==> config.mk <==
export PLATFORM = sky130hd
export DESIGN_NAME = reg_dump_reader
export DESIGN_NICKNAME = d
export VERILOG_FILES = /design/src/rtl/reg_dump_reader.sv
export SDC_FILE = /design/constraint.sdc
export NUM_CORES = 1
export LEC_CHECK = 0
export CAP_MARGIN = 0
export CORE_MARGIN = 10
export CORE_UTILIZATION = 44
export DETAILED_ROUTE_END_ITERATION = 8
export PLACE_DENSITY = 0.82
export SYNTH_ARGS = -nofsm -noshare
export SYNTH_HDL_FRONTEND = slang
export SYNTH_SLANG_ARGS = --single-unit
export TNS_END_PERCENT = 100
==> constraint.sdc <==
create_clock -name clk -period 2.77 [get_ports clk]
set_clock_uncertainty 0.1 [all_clocks]
set_input_delay 0.277 -clock clk [delete_from_list [all_inputs] [get_ports clk]]
set_output_delay 0.277 -clock clk [all_outputs]
set_load 0.03 [all_outputs]
==> src/rtl/reg_dump_reader.sv <==
// -----------------------------------------------------------------------------
// reg_dump_reader
//
// Purpose:
//   Debug readout engine for a register file.
//   On start it walks a window of register addresses and drives each one onto
//   the file's combinational read port. It captures the read data and streams
//   (addr, data) beats out over a valid/ready interface. Reads are deferred
//   while the file is being written, so a beat never carries half-committed
//   state.
//
// Ports:
//   clk         in   1       rising-edge clock
//   rst         in   1       asynchronous, active-high reset
//   start       in   1       begin a dump (only honoured in IDLE)
//   first_addr  in   ADDR_W  first register of the window, sampled with start
//   count       in   6       registers to read, 0..NREGS (larger values clamp)
//   abort       in   1       synchronous cancel, back to IDLE without done
//   wr_active   in   1       register file write in progress this cycle
//   rd_addr     out  ADDR_W  register file read address
//   rd_data     in   DATA_W  combinational read data for rd_addr
//   out_valid   out  1       beat available
//   out_ready   in   1       consumer accepts beat
//   out_addr    out  ADDR_W  register address of the beat
//   out_data    out  DATA_W  register contents of the beat
//   out_last    out  1       final beat of the dump
//   busy        out  1       high while capturing or presenting
//   done        out  1       one-cycle pulse after the last beat is accepted
//   dbg_state   out  2       current FSM state, for observation only
//
// Output handshake:
//   A beat transfers on a rising edge where out_valid and out_ready are both
//   high. Once out_valid is raised, out_addr, out_data and out_last hold steady
//   until that transfer. out_valid never depends combinationally on out_ready.
// -----------------------------------------------------------------------------
module reg_dump_reader #(
  parameter int NREGS  = 32,
  parameter int ADDR_W = 5,
  parameter int DATA_W = 32
) (
  input  logic              clk,
  input  logic              rst,
  input  logic              start,
  input  logic [ADDR_W-1:0] first_addr,
  input  logic [5:0]        count,
  input  logic              abort,
  input  logic              wr_active,
  output logic [ADDR_W-1:0] rd_addr,
  input  logic [DATA_W-1:0] rd_data,
  output logic              out_valid,
  input  logic              out_ready,
  output logic [ADDR_W-1:0] out_addr,
  output logic [DATA_W-1:0] out_data,
  output logic              out_last,
  output logic              busy,
  output logic              done,
  output logic [1:0]        dbg_state
);

  typedef enum logic [1:0] {
    S_IDLE    = 2'd0,
    S_CAPTURE = 2'd1,
    S_PRESENT = 2'd2,
    S_DONE    = 2'd3
  } state_t;

  localparam logic [5:0]        MAX_COUNT = 6'(NREGS);
  localparam logic [ADDR_W-1:0] TOP_ADDR  = ADDR_W'(NREGS - 1);

  state_t      r_state;
  logic [5:0]  r_remaining;

  logic [5:0]        w_count_clamped;
  logic [ADDR_W-1:0] w_next_addr;

  // A window larger than the file would revisit registers, so it is cut down
  // to one full pass.
  assign w_count_clamped = (count > MAX_COUNT) ? MAX_COUNT : count;

  // The explicit wrap keeps the walk correct when NREGS is not a power of two.
  assign w_next_addr = (rd_addr == TOP_ADDR) ? '0 : rd_addr + ADDR_W'(1);

  assign dbg_state = r_state;

  always_ff @(posedge clk or posedge rst) begin
    if (rst) begin
      r_state     <= S_IDLE;
      r_remaining <= '0;
      rd_addr     <= '0;
      out_valid   <= 1'b0;
      out_addr    <= '0;
      out_data    <= '0;
      out_last    <= 1'b0;
      busy        <= 1'b0;
      done        <= 1'b0;
    end else begin
      // done is only ever raised on the transition into S_DONE. It therefore
      // lasts exactly the one cycle spent in that state.
      done <= 1'b0;

      if (abort) begin
        // Cancel beats everything else this cycle, including a pending accept.
        // out_addr and out_data keep their last values.
        r_state   <= S_IDLE;
        out_valid <= 1'b0;
        out_last  <= 1'b0;
        busy      <= 1'b0;
      end else begin
        case (r_state)
          S_IDLE: begin
            if (start) begin
              rd_addr     <= first_addr;
              r_remaining <= w_count_clamped;
              if (w_count_clamped == 6'd0) begin
                r_state <= S_DONE;
                done    <= 1'b1;
              end else begin
                r_state <= S_CAPTURE;
                busy    <= 1'b1;
              end
            end
          end

          S_CAPTURE: begin
            // Hold off while a write is in flight. The write may target
            // rd_addr, and the beat must carry the committed value.
            if (!wr_active) begin
              out_data  <= rd_data;
              out_addr  <= rd_addr;
              out_last  <= (r_remaining == 6'd1);
              out_valid <= 1'b1;
              r_state   <= S_PRESENT;
            end
          end

          S_PRESENT: begin
            if (out_ready) begin
              out_valid   <= 1'b0;
              r_remaining <= r_remaining - 6'd1;
              if (out_last) begin
                out_last <= 1'b0;
                busy     <= 1'b0;
                done     <= 1'b1;
                r_state  <= S_DONE;
              end else begin
                rd_addr <= w_next_addr;
                r_state <= S_CAPTURE;
              end
            end
          end

          S_DONE: begin
            r_state <= S_IDLE;
          end

          default: begin
            r_state <= S_IDLE;
          end
        endcase
      end
    end
  end

endmodule
==> metrics.md, run 1 <==
| Metric | Value |
|---|---|
| Number of flops mapped to enable cells by yosys | `0` |
| Post-route ant nets | `0` |
| Post-Route Setup TNS | `0 ns` |
| Layout Utilization | `0.654` |
| CTS Buffer Depth | `2` |
| Synth Warn # | `0` |
| Io pins | `97` |
| Initial Util | `0.454` |
| Tcrit/Tclk final | `0.791` |
| Die height | `95.6 um` |
| Number of global-route vias before repair | `2030` |
| Internal power | `0.00187 W` |
| Register area | `0.00135 sq mm` |
| Pleak | `1.49 nW` |
| Drt via density | `5.36` |
| Largest stage delay on the critical path | `0.79 ns` |
| Sequential area share after synthesis | `0.537` |
| Outcome | `complete, no violations` |
| Mapped Area | `0.00252 sq mm` |
| CTS tree | `yes` |
| DR pass1 iterations | `4` |
| Core footprint | `0.00554 sq mm` |
| Die width | `95.6 um` |
| Mean Syn Cell Area | `13.0 sq um` |
| Multi-input gate area | `0.00103 sq mm` |
| Num CTS Buffers | `5` |
| Ranking of synthesized cells by area | `dfrtp_1, mux2_2, inv_1` |
| # port buffers | `96` |
| Post-Place Cells | `355` |
| Root Driver | `clkbuf_8` |
| Area growth from synthesis to layout | `44.0%` |
| Combinational Power Share | `0.432` |
| Yosys top cell area share | `0.537` |
| Detailed placer's ending HPWL | `4950 um` |
| CP Launch Type | `flip-flop` |
| Critical Path RT | `2.39 ns` |
| Number of diodes | `0` |
| Yosys top cell by area | `dfrtp_1` |
| Layout cells sized above 1 | `0.196` |
| Max Clock Freq | `456 MHz` |
| Crit path kind | `flip-flop to output pin` |
| Cell family with most CP delay | `buffers and inverters` |
| Fraction of registers with async set or reset after synthesis | `1.00` |
| Final Hold Fails | `0` |
| Worst Tran Pin Value | `0.574 ns` |
| H-tree levels | `2` |
| RSZ-0062 raised after global routing | `no` |
| Primary FF master, synth | `dfrtp_1` |
| Flop pwr share | `0.392` |
| First-pass GRT wire length | `10100 um` |
| NumNets Final | `343` |
| Crit path cell chain | `clkdlybuf4s50_1` |
| Hold-fix buffers at CTS | `0` |
| Post-CTS setup buffer count | `0` |
| DRT iter0 DRCs | `132` |
| Routed WL | `6390 um` |
| Grt total ovfl | `0` |
| Layout fillers | `453` |
| Initial antenna violation count | `0` |
| GR Util All Layers | `0.140` |
| Switching Share | `0.359` |
| Worst-path clk slew | `0.09 ns` |
| Switch Pwr | `0.00105 W` |
| Max_cap viols | `0` |
| Vias post-DR | `1947` |
| CP endpoint kind | `output pin` |
| Gate Count Post-Synth | `194` |
| Critical Path Fanout Max | `18` |
| Routability cong. | `0.901` |
| Fin. max-slew vios | `0` |
| Synth cell types | `45` |
| Min Tclk post-route | `2.19 ns` |
| Most frequent cells after synthesis | `dfrtp_1, mux2_2, inv_1` |
| Syn_nets | `247` |
| Slew headroom | `0.607` |
| Top-count cell post-synth | `dfrtp_1` |
| Die Area | `0.00914 sq mm` |
| Routed len/inst | `17.6 um` |
| Critical path buffer and inverter count | `1` |
| Final setup fails | `0` |
| Clock Power Share | `0.176` |
| Pwr/cell area | `806 mW/mm^2` |
| Post-cts resize count | `0` |
| Seq cells post-synth | `54` |
| Core Rows | `27` |
| Final non-filler cell total | `363` |
| Type of the worst min-delay path | `input pin to async pin` |
| Crit path max-delay cell type | `clkdlybuf4s50_1` |
| Largest net degree at the start of global routing | `40` |
| # DRC | `0` |
| CP arrival | `1.81 ns` |
| Worst-skew pair later-pin latency | `0.30 ns` |
| Max VDD drop | `0.412 mV` |
| Sink Count | `54` |
## registers in the layout, indices dropped and copies added (netlist names)
signal       count
r_remaining      6
out_last         1
dbg_state        2
busy             1
out_data        32
rd_addr          5
out_addr         5
out_valid        1
done             1
## final timing paths
path	start	end	slack (ns)	depth (start not counted)
max	dbg_state[1]$_DFFE_PP0P_	dbg_state[1]	0.58	1
min	rst	out_data[21]$_DFFE_PP0P_	0.23	2
max reg2reg	rd_addr[0]$_DFFE_PP0P_	rd_addr[3]$_DFFE_PP0P_	0.59	6
min reg2reg	out_valid$_DFFE_PP0P_	out_valid$_DFFE_PP0P_	0.39	1
max in group asynchronous	rst	out_addr[3]$_DFFE_PP0P_	1.72	3
min in group clk	out_valid$_DFFE_PP0P_	out_valid$_DFFE_PP0P_	0.39	1
## cells by family (layout without fill, tap and decap cells)
family / Yosys count / count (layout) / share of synthesized area
buf+inv: 25 / 122 / 0.0517
fa+ha+maj: 4 / 4 / 0.0199
compound gates: 35 / 35 / 0.110
flops: 54 / 54 / 0.537
mux: 44 / 44 / 0.195
simple gates: 32 / 32 / 0.0860
## area by class of cell
class / count / area share
sequential: 54 / 0.373
multi-input combinational: 115 / 0.286
timing repair buffer: 99 / 0.272
tap: 72 / 0.0249
clock buffer: 7 / 0.0211
inverter: 15 / 0.0155
clock inverter: 1 / 0.00829
## placed cells by master (no fill, tap or decap), types with 2 or more instances in the layout
| cell | n |
|---|---|
| a211oi_1 | 5 |
| nand2b_1 | 5 |
| inv_1 | 14 |
| mux2i_1 | 3 |
| o2bb2ai_1 | 3 |
| nor2b_1 | 2 |
| clkbuf_8 | 5 |
| o22ai_1 | 4 |
| nand3_1 | 2 |
| nor4_1 | 2 |
| nor4b_1 | 2 |
| o21ai_0 | 2 |
| nand3b_1 | 3 |
| o32a_1 | 2 |
| mux2_2 | 41 |
| or3_1 | 2 |
| dfrtp_1 | 54 |
| o311ai_0 | 2 |
| clkbuf_1 | 2 |
| and3_1 | 2 |
| clkdlybuf4s50_1 | 96 |
| buf_4 | 3 |
| a21oi_1 | 4 |
| nor2_1 | 4 |
| a32o_1 | 3 |
| ha_1 | 4 |
## stage by stage
step	hold slack, ns	setup slack, ns	area [sq um]	total power [W]
2_1_floorplan	0.243	0.633	2520	0.00186
3_3_place_gp	0.367	0.688	3520	0.00241
3_5_place_dp	0.369	0.615	3520	0.00244
4_1_cts	0.241	0.581	3620	0.00296
5_1_grt	0.280	0.492	3620	0.00308
6_report	0.230	0.578	3620	0.00292
## power by group through the flow
stage               Combinational (W)  Sequential, W  Clock, W
global placement              0.00125        0.00115         0
CTS                           0.00128        0.00115  0.000531
floorplan                    0.000310        0.00155         0
finish                        0.00126        0.00114  0.000514
detailed placement            0.00128        0.00116         0
global route                  0.00133        0.00118  0.000564
## metal layers
layer	track usage	vias up	wire length (um)
met5	0	-	0
li1	-	904	-
met2	0.218	87	2990
met1	0.162	951	2480
met4	0.0467	0	78
met3	0.0723	5	837
Note: power is estimated with default switching activity, not from simulation.
==> inputs of run 2 (changes only) <==
- CORE_UTILIZATION: 44 -> 39
- PLACE_DENSITY: 0.82 -> 0.77
- clock period: 2.77 -> 1.8 ns (I/O delays scaled with it)
==> run 2 against run 1 <==
- the flow now finishes with violations (setup timing)
- flip-flop and latch count stayed put
- core utilization is 4.1 points lower
- first-iteration DRC count is 55% lower
- via count is 3.2% higher
- clock power is 47% higher
- critical path depth is 5 higher
- setup slack worse by 0.60 ns
- global-route usage is 0.89 points lower
- hold slack worse by 0.095 ns
- register-to-register slack worse by 0.61 ns
- sequential power is 54% higher
- routed wire length is 7.2% higher
- critical endpoint is now rd_addr[3]$_DFFE_PP0P_
==> metrics.md, run 2 (synthesis gave the netlist of run 1 again) <==
| Metric | Value |
|---|---|
| Commonest non-fill, non-tap cell in the layout | `clkdlybuf4s50_1` |
| Largest regs | `out_data: 32 flops, r_remaining: 6 flops` |
| Layout cells sized above 1 | `0.282` |
| Max_cap viols | `0` |
| Grt total ovfl | `0` |
| Sink Count | `54` |
| Cell family with most CP delay | `simple AND/OR/NAND/NOR gates` |
| Core Rows | `29` |
| Worst-skew pair later-pin latency | `0.30 ns` |
| Worst hold slack | `0.135 ns` |
| R2r startpoint | `rd_addr[1]$_DFFE_PP0P_` |
| Initial Util | `0.399` |
| Post-CTS setup buffer count | `0` |
| Routability cong. | `0.812` |
| Core footprint | `0.00631 sq mm` |
| Slew headroom | `0.692` |
| Detailed placer's ending HPWL | `5250 um` |
| Crit path kind | `flip-flop to flip-flop` |
| Number of global-route vias before repair | `2125` |
| Crit path cell chain | `ha_4 > and3_4 > ha_4 > or4b_4 > o2bb2ai_4 > o2bb2ai_2` |
| Critical path buffer and inverter count | `0` |
| GR Util All Layers | `0.131` |
| Vias post-DR | `2010` |
| Hold-fix buffers at CTS | `0` |
| Final setup fails | `1` |
| Critical Path Fanout Max | `4` |
| Die Area | `0.0101 sq mm` |
| Tcrit/Tclk final | `1.01` |
| FF-to-FF path depth | `6` |
| RSZ-0062 raised after global routing | `yes` |
| Worst Tran Pin Value | `0.456 ns` |
| Max Clock Freq | `550 MHz` |
| Root Driver | `clkbuf_8` |
| Max reg flops | `32` |
| Post-Route Setup TNS | `-0.0182 ns` |
| # DRC | `0` |
| Routed WL | `6850 um` |
| Routed len/inst | `17.7 um` |
| Crit path max-delay cell type | `or4b_4` |
| CP Launch Type | `flip-flop` |
| CTS Buffer Depth | `2` |
| Layout fillers | `544` |
| NumNets Final | `361` |
| Die width | `100 um` |
| First-pass GRT wire length | `10700 um` |
| Number of diodes | `0` |
| Num CTS Buffers | `5` |
| Final worst setup slack | `-0.0182 ns` |
| Initial antenna violation count | `0` |
| Drt via density | `5.21` |
| CTS tree | `yes` |
| Fin. max-slew vios | `0` |
| Crit-path most repeated cell | `ha_4` |
| Pleak | `1.62 nW` |
| Outcome | `finished with violations` |
| H-tree levels | `2` |
| # port buffers | `96` |
| R2R Setup Slk | `-0.02 ns` |
| RR Endpoint | `rd_addr[3]$_DFFE_PP0P_` |
| Largest reg by FF count | `out_data` |
| Final non-filler cell total | `386` |
| Failing checks | `setup timing` |
| Type of the worst min-delay path | `input pin to async pin` |
| Commonest non-fill, non-tap cells in the layout | `clkdlybuf4s50_1, dfrtp_1, mux2_2` |
| Post-Place Cells | `378` |
| DRT iter0 DRCs | `59` |
| Max VDD drop | `0.849 mV` |
| Worst-path clk slew | `0.10 ns` |
| Die height | `100 um` |
| CP endpoint kind | `flip-flop` |
| Critical Path RT | `1.94 ns` |
| Min Tclk post-route | `1.82 ns` |
| DR pass1 iterations | `4` |
| Post-route ant nets | `0` |
| Final Hold Fails | `0` |
| Pwr/cell area | `1180 mW/mm^2` |
| Area growth from synthesis to layout | `53.9%` |
| Largest stage delay on the critical path | `0.49 ns` |
| Io pins | `97` |
| CP arrival | `1.96 ns` |
| Largest net degree at the start of global routing | `55` |
## run 2: cell types whose count changed in the layout (fill, tap and decap cells not counted), sizes merged
cell	change
bufinv	-1
dlygate4sd2	+5
clkdlybuf4s50	-6
buf	+18
dlymetal6s2s	+1
clkinv	+1
## run 2: where the power goes
group,switching [W],internal (W)
registers,0.000203,0.00155
clock network,0.000402,0.000353
logic,0.00108,0.000986
total,0.00169,0.00289
## run 2: layer usage
| metal | share of wire | up-vias | global-route usage |
|---|---|---|---|
| li1 | - | 944 | - |
| met1 | 0.39 | 993 | 0.147 |
| met2 | 0.52 | 64 | 0.225 |
| met3 | 0.072 | 9 | 0.0446 |
| met4 | 0.015 | 0 | 0.0457 |
| met5 | 0 | - | 0 |
## run 2: worst max-delay path by stage
stage,startpoint,endpoint,slack (ns),cells past startpoint
floorplan,rd_addr[1]$_DFFE_PP0P_,rd_addr[3]$_DFFE_PP0P_,-0.06,6
global placement,rd_addr[1]$_DFFE_PP0P_,rd_addr[3]$_DFFE_PP0P_,0.02,6
detailed placement,wr_active,out_data[17]$_DFFE_PP0P_,-0.02,5
CTS,rd_addr[1]$_DFFE_PP0P_,rd_addr[3]$_DFFE_PP0P_,0.003,6
global route,rd_addr[1]$_DFFE_PP0P_,rd_addr[3]$_DFFE_PP0P_,-0.04,6
finish,rd_addr[1]$_DFFE_PP0P_,rd_addr[3]$_DFFE_PP0P_,-0.02,6
## run 2: through the flow
step           setup WS, ns  utilization  area (sq um)  power [W]
3_5_place_dp        -0.0179        0.592          3740    0.00387
3_3_place_gp         0.0197        0.592          3740    0.00383
6_report            -0.0182        0.613          3870    0.00458
5_1_grt             -0.0414        0.613          3870    0.00482
2_1_floorplan       -0.0608            -          2560    0.00288
4_1_cts             0.00310        0.609          3840    0.00463
## run 2: tightest hold or removal path, cell delays in order
cell and delay (ns):
clkdlybuf4s50_1 0.41, inv_2 0.07, buf_12 0.27
## run 2: timing repair
item                                   in CTS  in global routing
endpoints found under the hold margin       0                  0
resized for setup                           6                  4
setup endpoints to repair                   6                  4
pin swaps                                   1                  0
## run 2: area by class of cell
class / count / area, sq um / share of cell area
Sequential cell: 54 / 1360 / 0.350
Timing Repair Buffer: 117 / 1150 / 0.298
Multi-Input combinational cell: 115 / 1100 / 0.285
Clock buffer: 7 / 96.3 / 0.0249
Tap cell: 77 / 96.3 / 0.0249
Inverter: 15 / 56.3 / 0.0145
Clock inverter: 1 / 8.76 / 0.00226
